$ cat src/rtl/ivector_mon_pkg.sv
// Shared sizing constants and the buffered beat format for the IVector heard-stream monitor.
package ivector_mon_pkg;

  localparam int LANES      = 10;
  localparam int IDX_WIDTH  = 4;
  localparam int DATA_WIDTH = 32;
  localparam int SEQ_WIDTH  = 16;
  localparam int DEPTH      = 4;

  typedef struct packed {
    logic [IDX_WIDTH-1:0]  meth;
    logic [DATA_WIDTH-1:0] v;
    logic [SEQ_WIDTH-1:0]  seq;
  } heard_msg_t;

endpackage

$ cat src/rtl/heard_fifo.sv
// Generic synchronous FIFO with ENA/RDY handshakes on both sides and synchronous active-low reset.
module heard_fifo #(
  parameter int DEPTH = 4,
  parameter int WIDTH = 8
) (
  input  logic             clk,
  input  logic             rst_n,
  input  logic             enq_ena,
  output logic             enq_rdy,
  input  logic [WIDTH-1:0] enq_data,
  input  logic             deq_ena,
  output logic             deq_rdy,
  output logic [WIDTH-1:0] deq_data
);

  localparam int AW = $clog2(DEPTH);

  logic [WIDTH-1:0] mem [DEPTH];
  // Pointers carry one extra wrap bit so full and empty are distinguishable.
  logic [AW:0]      wr_ptr;
  logic [AW:0]      rd_ptr;
  logic             full;
  logic             empty;
  logic             push;
  logic             pop;

  assign empty    = (wr_ptr == rd_ptr);
  assign full     = (wr_ptr[AW] != rd_ptr[AW]) && (wr_ptr[AW-1:0] == rd_ptr[AW-1:0]);
  assign enq_rdy  = !full;
  assign deq_rdy  = !empty;
  assign push     = enq_ena && !full;
  assign pop      = deq_ena && !empty;
  assign deq_data = mem[rd_ptr[AW-1:0]];

  always_ff @(posedge clk) begin
    if (!rst_n) begin
      wr_ptr <= '0;
      rd_ptr <= '0;
    end else begin
      if (push) wr_ptr <= wr_ptr + (AW+1)'(1);
      if (pop)  rd_ptr <= rd_ptr + (AW+1)'(1);
    end
  end

  always_ff @(posedge clk) begin
    if (push) mem[wr_ptr[AW-1:0]] <= enq_data;
  end

endmodule

$ cat src/rtl/ivector_heard_monitor.sv
// Consumes heard(meth, v) beats, checks per-lane sequencing and forwards seq-tagged beats to msg.
module ivector_heard_monitor
  import ivector_mon_pkg::*;
(
  input  logic                  CLK,
  input  logic                  nRST,
  input  logic                  heard__ENA,
  output logic                  heard__RDY,
  input  logic [IDX_WIDTH-1:0]  heard_meth,
  input  logic [DATA_WIDTH-1:0] heard_v,
  output logic                  msg__ENA,
  input  logic                  msg__RDY,
  output logic [IDX_WIDTH-1:0]  msg_meth,
  output logic [DATA_WIDTH-1:0] msg_v,
  output logic [SEQ_WIDTH-1:0]  msg_seq,
  input  logic                  clear__ENA,
  input  logic [IDX_WIDTH-1:0]  stat_sel,
  output logic [SEQ_WIDTH-1:0]  stat_count,
  output logic                  err_seq,
  output logic [IDX_WIDTH-1:0]  err_lane,
  output logic                  err_range
);

  logic [SEQ_WIDTH-1:0]  count   [LANES];
  logic [DATA_WIDTH-1:0] exp_val [LANES];
  logic [SEQ_WIDTH-1:0]  cur_count;
  logic [DATA_WIDTH-1:0] cur_exp;
  logic                  valid_lane;
  logic                  accept;
  logic                  fifo_enq_rdy;
  logic                  fifo_deq_rdy;
  heard_msg_t            enq_msg;
  heard_msg_t            head_msg;

  // Handshakes are forced low while reset is held, whatever the buffer pointers hold.
  assign heard__RDY = nRST && fifo_enq_rdy;
  assign msg__ENA   = nRST && fifo_deq_rdy;
  assign accept     = heard__ENA && heard__RDY;
  assign valid_lane = (heard_meth < IDX_WIDTH'(LANES));

  always_comb begin
    cur_count = '0;
    cur_exp   = '0;
    for (int i = 0; i < LANES; i++) begin
      if (heard_meth == IDX_WIDTH'(i)) begin
        cur_count = count[i];
        cur_exp   = exp_val[i];
      end
    end
  end

  always_comb begin
    stat_count = '0;
    for (int i = 0; i < LANES; i++) begin
      if (stat_sel == IDX_WIDTH'(i)) stat_count = count[i];
    end
  end

  assign enq_msg = '{meth: heard_meth, v: heard_v, seq: cur_count};

  heard_fifo #(
    .DEPTH (DEPTH),
    .WIDTH ($bits(heard_msg_t))
  ) u_fifo (
    .clk      (CLK),
    .rst_n    (nRST),
    .enq_ena  (accept && valid_lane),
    .enq_rdy  (fifo_enq_rdy),
    .enq_data (enq_msg),
    .deq_ena  (msg__ENA && msg__RDY),
    .deq_rdy  (fifo_deq_rdy),
    .deq_data (head_msg)
  );

  assign msg_meth = head_msg.meth;
  assign msg_v    = head_msg.v;
  assign msg_seq  = head_msg.seq;

  // Clear shares the reset path, so it overrides any same-cycle counter or error update.
  always_ff @(posedge CLK) begin
    if (!nRST || clear__ENA) begin
      for (int i = 0; i < LANES; i++) begin
        count[i]   <= '0;
        exp_val[i] <= '0;
      end
      err_seq   <= 1'b0;
      err_lane  <= '0;
      err_range <= 1'b0;
    end else if (accept) begin
      if (valid_lane) begin
        for (int i = 0; i < LANES; i++) begin
          if (heard_meth == IDX_WIDTH'(i)) begin
            if (count[i] != '1) count[i] <= count[i] + SEQ_WIDTH'(1);
            exp_val[i] <= heard_v + DATA_WIDTH'(1);
          end
        end
        if (heard_v != cur_exp) begin
          err_seq <= 1'b1;
          if (!err_seq) err_lane <= heard_meth;
        end
      end else begin
        err_range <= 1'b1;
      end
    end
  end

endmodule
$ cat config.mk
export PLATFORM = sky130hd
export DESIGN_NAME = ivector_heard_monitor
export DESIGN_NICKNAME = d
export VERILOG_FILES = /design/src/rtl/ivector_mon_pkg.sv /design/src/rtl/heard_fifo.sv /design/src/rtl/ivector_heard_monitor.sv
export SDC_FILE = /design/constraint.sdc
export NUM_CORES = 1
export LEC_CHECK = 0
export CORE_MARGIN = 4
export CORE_UTILIZATION = 50
export DETAILED_ROUTE_END_ITERATION = 6
export HOLD_SLACK_MARGIN = 0.1
export PLACE_DENSITY = 0.7
export SLEW_MARGIN = 20
export SYNTH_ARGS = -nofsm -noshare
export SYNTH_HDL_FRONTEND = slang
export SYNTH_HIERARCHICAL = 1
export SYNTH_SLANG_ARGS = --single-unit
$ cat constraint.sdc
create_clock -name CLK -period 5.4 [get_ports CLK]
set_input_delay 0.81 -clock CLK [delete_from_list [all_inputs] [get_ports CLK]]
set_output_delay 0.81 -clock CLK [all_outputs]
set_load 0.03 [all_outputs]
# Word-level counts from Yosys, hierarchy flattened
# Memories as Yosys holds them, arrays and structs flattened. A register that Yosys moved wholly into a read port is not among the register bits.
# Index checks and enable logic that the tools add are counted.
# classes
n_addsub	13
n_mul	0
div_mod_pow	0
order_cmp	1
eq_ne	32
n_shift	0
muxes	166
bitwise	22
reduce_logical	17
# op_table
op	count
$mux W32	20
$mux W16	30
$add A16 B1 Y16 const B	10
$ne A16 B16 Y1 const B	10
$mux W1	114
$add A32 B1 Y32 const B	1
$eq A4 B3 Y1 const B	8
$ne A32 B32 Y1	1
$or A1 B1 Y1	20
$eq A4 B2 Y1 const B	4
$eq A4 B4 Y1 const B	4
$eq A4 B1 Y1 const B	2
$logic_and A1 B1 Y1	8
$logic_not A4 Y1	2
$add A3 B1 Y3 const B	2
$lt A4 B4 Y1 const B	1
$mux W2	2
$reduce_and A4 Y1	1
$eq A3 B3 Y1	1
$logic_not A1 Y1	3
$reduce_and A3 Y1	1
$eq A2 B2 Y1	1
$not A1 Y1	2
$reduce_and A2 Y1	1
other kinds (2)	2
# totals
reg_bits	12
latchBits	0
ram_bits	688
romBits	0
out_inout_bits	76
n_memories	3
# memory_table
memory	words	word_bits	rd	rd_ports_with_merged_regs	wr	line	source
exp_val	10	32	10	0	10	ivector_heard_monitor.sv:25	logic [DATA_WIDTH-1:0] exp_val [LANES];
u_fifo.mem	4	52	1	1	1	heard_fifo.sv:18	logic [WIDTH-1:0] mem [DEPTH];
count	10	16	10	0	10	ivector_heard_monitor.sv:24	logic [SEQ_WIDTH-1:0] count [LANES];

# Depth between registers and ports, before layout
# Gate-level depths: netlist of the first run.
# logic_depth
ltp_word	13
ltp_mapped	14
ltp_nobuf	10

# Cells and area by module
# The synthesis of the first run kept the hierarchy.
# modules_own_cells
module	n_inst	cells_each	area_each_um2	seq_area_each_um2
ivector_heard_monitor	1	2427	25791.0	14533.9
heard_fifo	1	340	8044.0	6406.1

# Worst setup path before layout of the first run
# No wires, ideal clock.
# synth_path
path_kind	in2reg
startpoint	in heard_meth[0]
endpoint	mem exp_val[5][0] (enable)
setup_time_ps	466
arrival_ps	4799
required_time_ps	4934
setup_slack_ps	136
stages	10
cell_sequence	buf_6 buf_6 buf_4 buf_4 buf_2 buf_2 buf_2 nand3_1 clkbuf_1 o21ai_0
# synth_lines
element	line	source
from (decl)	ivector_heard_monitor.sv:9	input logic [IDX_WIDTH-1:0] heard_meth,
to (decl)	ivector_heard_monitor.sv:25	

# Final worst setup path of the first run
# layout_path
startpoint	in stat_sel[3]
endpoint	out stat_count[7]
# layout_between
elab_chain_cells	11
word_cells_on_any_way	20
classes_between	9 x eq/ne; 10 x mux; 1 x reduce/logical
# layout_lines
element	line	source
from (decl)	ivector_heard_monitor.sv:17	input logic [IDX_WIDTH-1:0] stat_sel,
$logic_not A4 Y1	ivector_heard_monitor.sv:55	if (stat_sel == IDX_WIDTH'(i)) stat_count = count[i];
$mux W16 (9 in a row)	ivector_heard_monitor.sv:55	
$mux W16 *	ivector_heard_monitor.sv:55	
to (decl)	ivector_heard_monitor.sv:18	output logic [SEQ_WIDTH-1:0] stat_count,
# Every way passes the cells marked *; elsewhere a longest branch is shown, timed or not.

==> results.toml, run 1 <==
[timing]
finalHoldViolations = 0
final_max_slew_viol_count = 0
setup-tns-final_ps = 0
tightest_slew_ps = 1190
period_share_pct = 82.5
max_slew_margin_pct = 20.5
finalSetupViolCount = 0
rsz0062_at_grt = "no"
fmax_mhz = 224
fin_skew_ps = 15.5
fin_crit_ps = 4450

[drt]
wl_per_cell_um = 27.1
ant_nets = 0
vias = 24483
drtPass1Iterations = 7
drtIter0Drc = 3627
wl_um = 103000
routed_via_density = 6.42
drcViolationCount = 23

[worst_setup_path]
arrival_ps = 3640
max_stage_delay_ps = 630
cp_slowest_cell = "clkdlybuf4s50_1"
worst_setup_path_start_kind = "input pin"
critPathKind = "in -> out"
reg2reg_depth = 10
critPathMaxFanout = 16
critPathCaptureType = "output port"
cp_cell_sequence = "clkdlybuf4s50_1, nand2b_1, nor3_1, buf_4, a222oi_1, nand3_1, o21ai_0, nand3_1, clkdlybuf4s50_1"
required_ps = 4590

[synth]
mappedNetlistNets = 2828
ys_ff_latch = 702
synthFlopType = "edfxtp_1"
syn_area_per_cell_um2 = 12.2
async_reset_ff_share_pct = 0
synth_cells = 2767
ys_types = 87
yosys_warnings = 6
synthesis.area_um2 = 33800
synth-edff-count = 688
yosysSeqAreaShare_pct = 61.9

[final_layout]
fin_nets = 2947
antenna_cells = 0
syn_to_final_growth_pct = 14.3
post-route-util_pct = 57.6
fill_cells = 5355
final_common_cell = "edfxtp_1"
drive_gt1_share_pct = 12.0
final_cell_mix = "edfxtp_1 (688), nor2_1 (586), nand2_1 (158)"

[floorplan]
ioPinCount = 121
rows = 95
dieArea_um2 = 71900
initial_utilization_pct = 50.4
coreArea_um2 = 67200
die_h_um = 268
die_x_um = 268

[clocking]
insertion_delay_ps = 610
cts_tree = "yes"
ctsHtreeMaxLevel = 3
clkSlewWorstSetupHoldPaths_ps = 60
postCtsSetupRepairBufs = 0
cts_root_buf = "clkbuf_16"
postCtsResizedCells = 0
clockBufferDepth = 3
cts.sinks = 702
ctsHoldBuffers = 0
cts_buffers = 73

[global_routing]
track_usage_pct = 28.2
grt_start_max_net_pins = 54
gr-total-overflow = 0
antenna_found_initial = 1
grt_pass1_vias = 23609
grt_pass1_wl_um = 152000

[hold_path]
worstHoldPathType = "reg -> reg"
holdPathStages = 1

[flow_run]
max_cap_violations = 0

[status]
status = "finished, violations left"
violations = "design-rule violations"

[placed_design]
place_congestion = 0.980
hpwl_um = 68800
port-buffer-count = 120

[pwr]
power.leakage_uw = 0.0136
cellPowerDensity_nw_per_um2 = 327
peakVddDrop_uv = 214
==> cells in the mapped netlist, drive strengths merged (18+ instances only) <==
cell type  count  area share, %
nand3        121            1.8
o22ai         18           0.33
a222oi        33           0.98
buf           62            1.1
nand2b        18           0.33
a22oi         64            1.4
nor2         586            6.5
nand2        163            1.8
clkbuf       115            1.3
inv           31           0.34
xor2         107            2.8
mux2i         65            1.9
and3          43           0.80
nand4         31           0.57
a21oi         76            1.1
mux2          25           0.83
xnor2         83            2.1
o221ai        22           0.57
nor3          25           0.37
o21ai         74            1.1
mux4          60            4.0
edfxtp       688             61
a221oi        20           0.54
==> worst max-delay path, delay by kind of cell <==
kind	cells	cell delay, ps
buffers and inverters	3	1480
AND/OR/NAND/NOR	4	660
AO/OA/AOI/OAI	2	690
==> metrics by stage <==
step	hold slack, ps	area (µm²)	std cells	power (µW)	worst slack [ps]
after global routing	524	38700	3814	13000	819
after detailed placement	474	36300	3684	7680	1040
after CTS	494	38600	3814	12700	1050
after global placement	487	36300	3684	7660	1050
after floorplan	501	33800	2767	7120	136
final	492	38700	3814	12600	945
==> cells by family after synthesis <==
group	Yosys count	share of synthesized area [%]
simple gates	1076	14.2
flops	702	61.9
xor+xnor	190	4.92
buf+inv	210	2.75
compound gates	423	8.88
mux	150	6.75
fa+ha+maj	16	0.592
==> power breakdown <==
part           total, µW  switching (µW)  internal [µW]
Sequential          6350             177           6170
Combinational       1250             792            454
Clock               5060            2130           2920
==> metal layers <==
metal | up-vias | share of wire (%) | global-route usage (%)
met5 | - | 0.015 | 0
met4 | 2 | 3.3 | 9.26
met3 | 232 | 12 | 6.36
met2 | 1516 | 45 | 42.8
met1 | 12155 | 40 | 40.8
li1 | 10578 | - | -
==> final cells by class <==
cell class,count,area [µm²],share of cell area [%]
Inverter,33,124,0.320
Sequential cell,702,20900,54.2
Timing Repair Buffer,221,2000,5.17
Multi-Input combinational cell,1855,12100,31.4
Clock buffer,80,1850,4.79
Tap cell,873,1090,2.82
Clock inverter,50,513,1.33
==> sequential cells by signal, indices dropped and copies added (netlist names), named ones only <==
signal and count:
count 160, err_lane 4, err_range 1, err_seq 1, exp_val 320, u_fifo/mem 208, u_fifo/rd_ptr 3, u_fifo/wr_ptr 3
==> final timing paths <==
kind | slack (ps) | from | to
min | 490 | err_seq$_SDFFE_PN0P_ | err_seq$_SDFFE_PN0P_
max | 950 | stat_sel[3] | stat_count[7]
max reg2reg | 1610 | u_fifo/wr_ptr[0]$_SDFFE_PN0P_ | u_fifo/mem[3][51]$_DFFE_PP_
min reg2reg | 490 | err_seq$_SDFFE_PN0P_ | err_seq$_SDFFE_PN0P_
No activity file was read; power rests on OpenSTA's default activity.
==> inputs of run 2 (changes only) <==
--- a/config.mk
+++ b/config.mk
@@ -9,7 +9,7 @@
 export CORE_UTILIZATION = 50
 export DETAILED_ROUTE_END_ITERATION = 6
 export HOLD_SLACK_MARGIN = 0.1
-export PLACE_DENSITY = 0.7
+export PLACE_DENSITY = 0.67
 export SLEW_MARGIN = 20
 export SYNTH_ARGS = -nofsm -noshare
 export SYNTH_HDL_FRONTEND = slang
==> constraint.sdc (replaced) <==
create_clock -name CLK -period 4.6 [get_ports CLK]
set_input_delay 0.69 -clock CLK [delete_from_list [all_inputs] [get_ports CLK]]
set_output_delay 0.69 -clock CLK [all_outputs]
set_load 0.03 [all_outputs]
==> run 2 against run 1 <==
Net effect: sequential cell count unchanged; largest power group unchanged; non-clock buffer count rose by 29; sequential power increased by 17%; highest routed layer unchanged; critical endpoint is now stat_count[9]; combinational power rose by 21%; die area stayed put; final area grew 1.0%; core utilization rose by 0.60 points; the run still ends with design-rule violations left.
==> results.toml, run 2 (same netlist as run 1, synthesis figures left out) <==
[status]
status = "finished, violations left"
violations = "design-rule violations"

[global_routing]
grt_pass1_wl_um = 152000
grt_start_max_net_pins = 53
antenna_found_initial = 3
track_usage_pct = 28.2
grt_pass1_vias = 23602
gr-total-overflow = 0

[pwr]
p_int_uw = 11500
combPwrFrac_pct = 10.0
peakVddDrop_uv = 232
cellPowerDensity_nw_per_um2 = 387
pwr-share-clk_pct = 40.8
netSwitchingPower_uw = 3660
seqPwrFrac_pct = 49.2
power.leakage_uw = 0.0138
switching_share_pct = 24.2

[floorplan]
ioPinCount = 121
initial_utilization_pct = 50.4
rows = 95
dieArea_um2 = 71900
die_x_um = 268
coreArea_um2 = 67200
die_h_um = 268

[drt]
drtIter0Drc = 4021
vias = 24704
drtPass1Iterations = 7
routed_via_density = 6.42
ant_nets = 0
wl_um = 103000
wl_per_cell_um = 26.8
drcViolationCount = 1

[clocking]
cts_tree = "yes"
insertion_delay_ps = 620
postCtsResizedCells = 0
cts_buffers = 75
clkSlewWorstSetupHoldPaths_ps = 60
postCtsSetupRepairBufs = 0
cts.sinks = 702
cts_root_buf = "clkbuf_16"
clockBufferDepth = 3
ctsHtreeMaxLevel = 3
ctsHoldBuffers = 0

[timing]
setup-tns-final_ps = 0
period_share_pct = 85.7
finalSetupViolCount = 0
max_slew_margin_pct = 21.9
fmax_mhz = 254
fin_crit_ps = 3940
final_max_slew_viol_count = 0
final.hold.worst_slack_ps = 551
tightest_slew_ps = 1170
finalHoldViolations = 0
rsz0062_at_grt = "no"
fin_skew_ps = 37.0

[final_layout]
syn_to_final_growth_pct = 15.5
final_cell_mix = "edfxtp_1 (688), nor2_1 (586), nand2_1 (157)"
largest_reg_flops = 320
drive_gt1_share_pct = 13.5
fin_nets = 2978
top_register = "exp_val"
final_common_cell = "edfxtp_1"

[flow_run]
max_cap_violations = 0

[worst_setup_path]
worst_setup_path_start_kind = "input pin"
critPathCaptureType = "output port"
arrival_ps = 3250
critPathLaunch = "stat_sel[3]"
critPathKind = "in -> out"
r2r-start = "u_fifo/wr_ptr[0]$_SDFFE_PN0P_"
required_ps = 3910
critPathMaxFanout = 16

[hold_path]
worstHoldPathType = "reg -> reg"
holdCritStartpoint = "u_fifo/wr_ptr[2]$_SDFFE_PN0P_"

[placed_design]
hpwl_um = 69000
place_congestion = 0.979
port-buffer-count = 120
==> run 2: final cells by class <==
type / instances / area (µm²)
repair buffers: 250 / 2280
multi-input cells: 1855 / 12200
flip-flops and latches: 702 / 20900
clock buffers: 91 / 2000
clock inverters: 41 / 480
diodes: 1 / 2.50
well taps: 873 / 1090
fillers: 5378 / 28100
inverters: 33 / 124
==> run 2: power by group through the flow <==
stage / clock network [µW] / logic, µW / registers (µW)
after floorplan: 0 / 890 / 7470
after global placement: 0 / 1460 / 7560
after detailed placement: 0 / 1480 / 7570
after CTS: 6230 / 1480 / 7440
after global routing: 6520 / 1580 / 7460
final: 6170 / 1510 / 7440
==> run 2: through the flow <==
step / power [µW] / worst slack, ps / util (%) / area [µm²] / std cells
6_report: 15100 / 656 / 58.2 / 39100 / 3846
3_5_place_dp: 9040 / 547 / 54.4 / 36600 / 3713
4_1_cts: 15100 / 810 / 58.1 / 39000 / 3845
3_3_place_gp: 9020 / 598 / 54.4 / 36500 / 3713
5_1_grt: 15600 / 630 / 58.2 / 39100 / 3846
2_1_floorplan: 8360 / 181 / - / 33800 / 2767
==> run 2: final timing paths <==
kind | end | slack (ps) | cells after the start
worst max-delay path | stat_count[9] | 660 | 9
worst min register to register | u_fifo/wr_ptr[2]$_SDFFE_PN0P_ | 550 | 2
worst min-delay path | u_fifo/wr_ptr[2]$_SDFFE_PN0P_ | 550 | 2
worst max register to register | u_fifo/mem[3][38]$_DFFE_PP_ | 850 | 10
==> run 2: worst max-delay path, cell delays in order <==
cell             delay (ps)
clkdlybuf4s50_1         670
nand2b_1                190
nor3_1                   70
buf_4                   210
a222oi_1                500
nand3_1                 140
o21ai_0                 280
nand3_1                 270
buf_12                  210
==> run 2: per-layer routing <==
metal / track usage (%) / wire length, µm
met4: 9.20 / 3240
met3: 7.84 / 13100
met1: 40.6 / 40900
met5: 0 / 13
met2: 41.9 / 45800
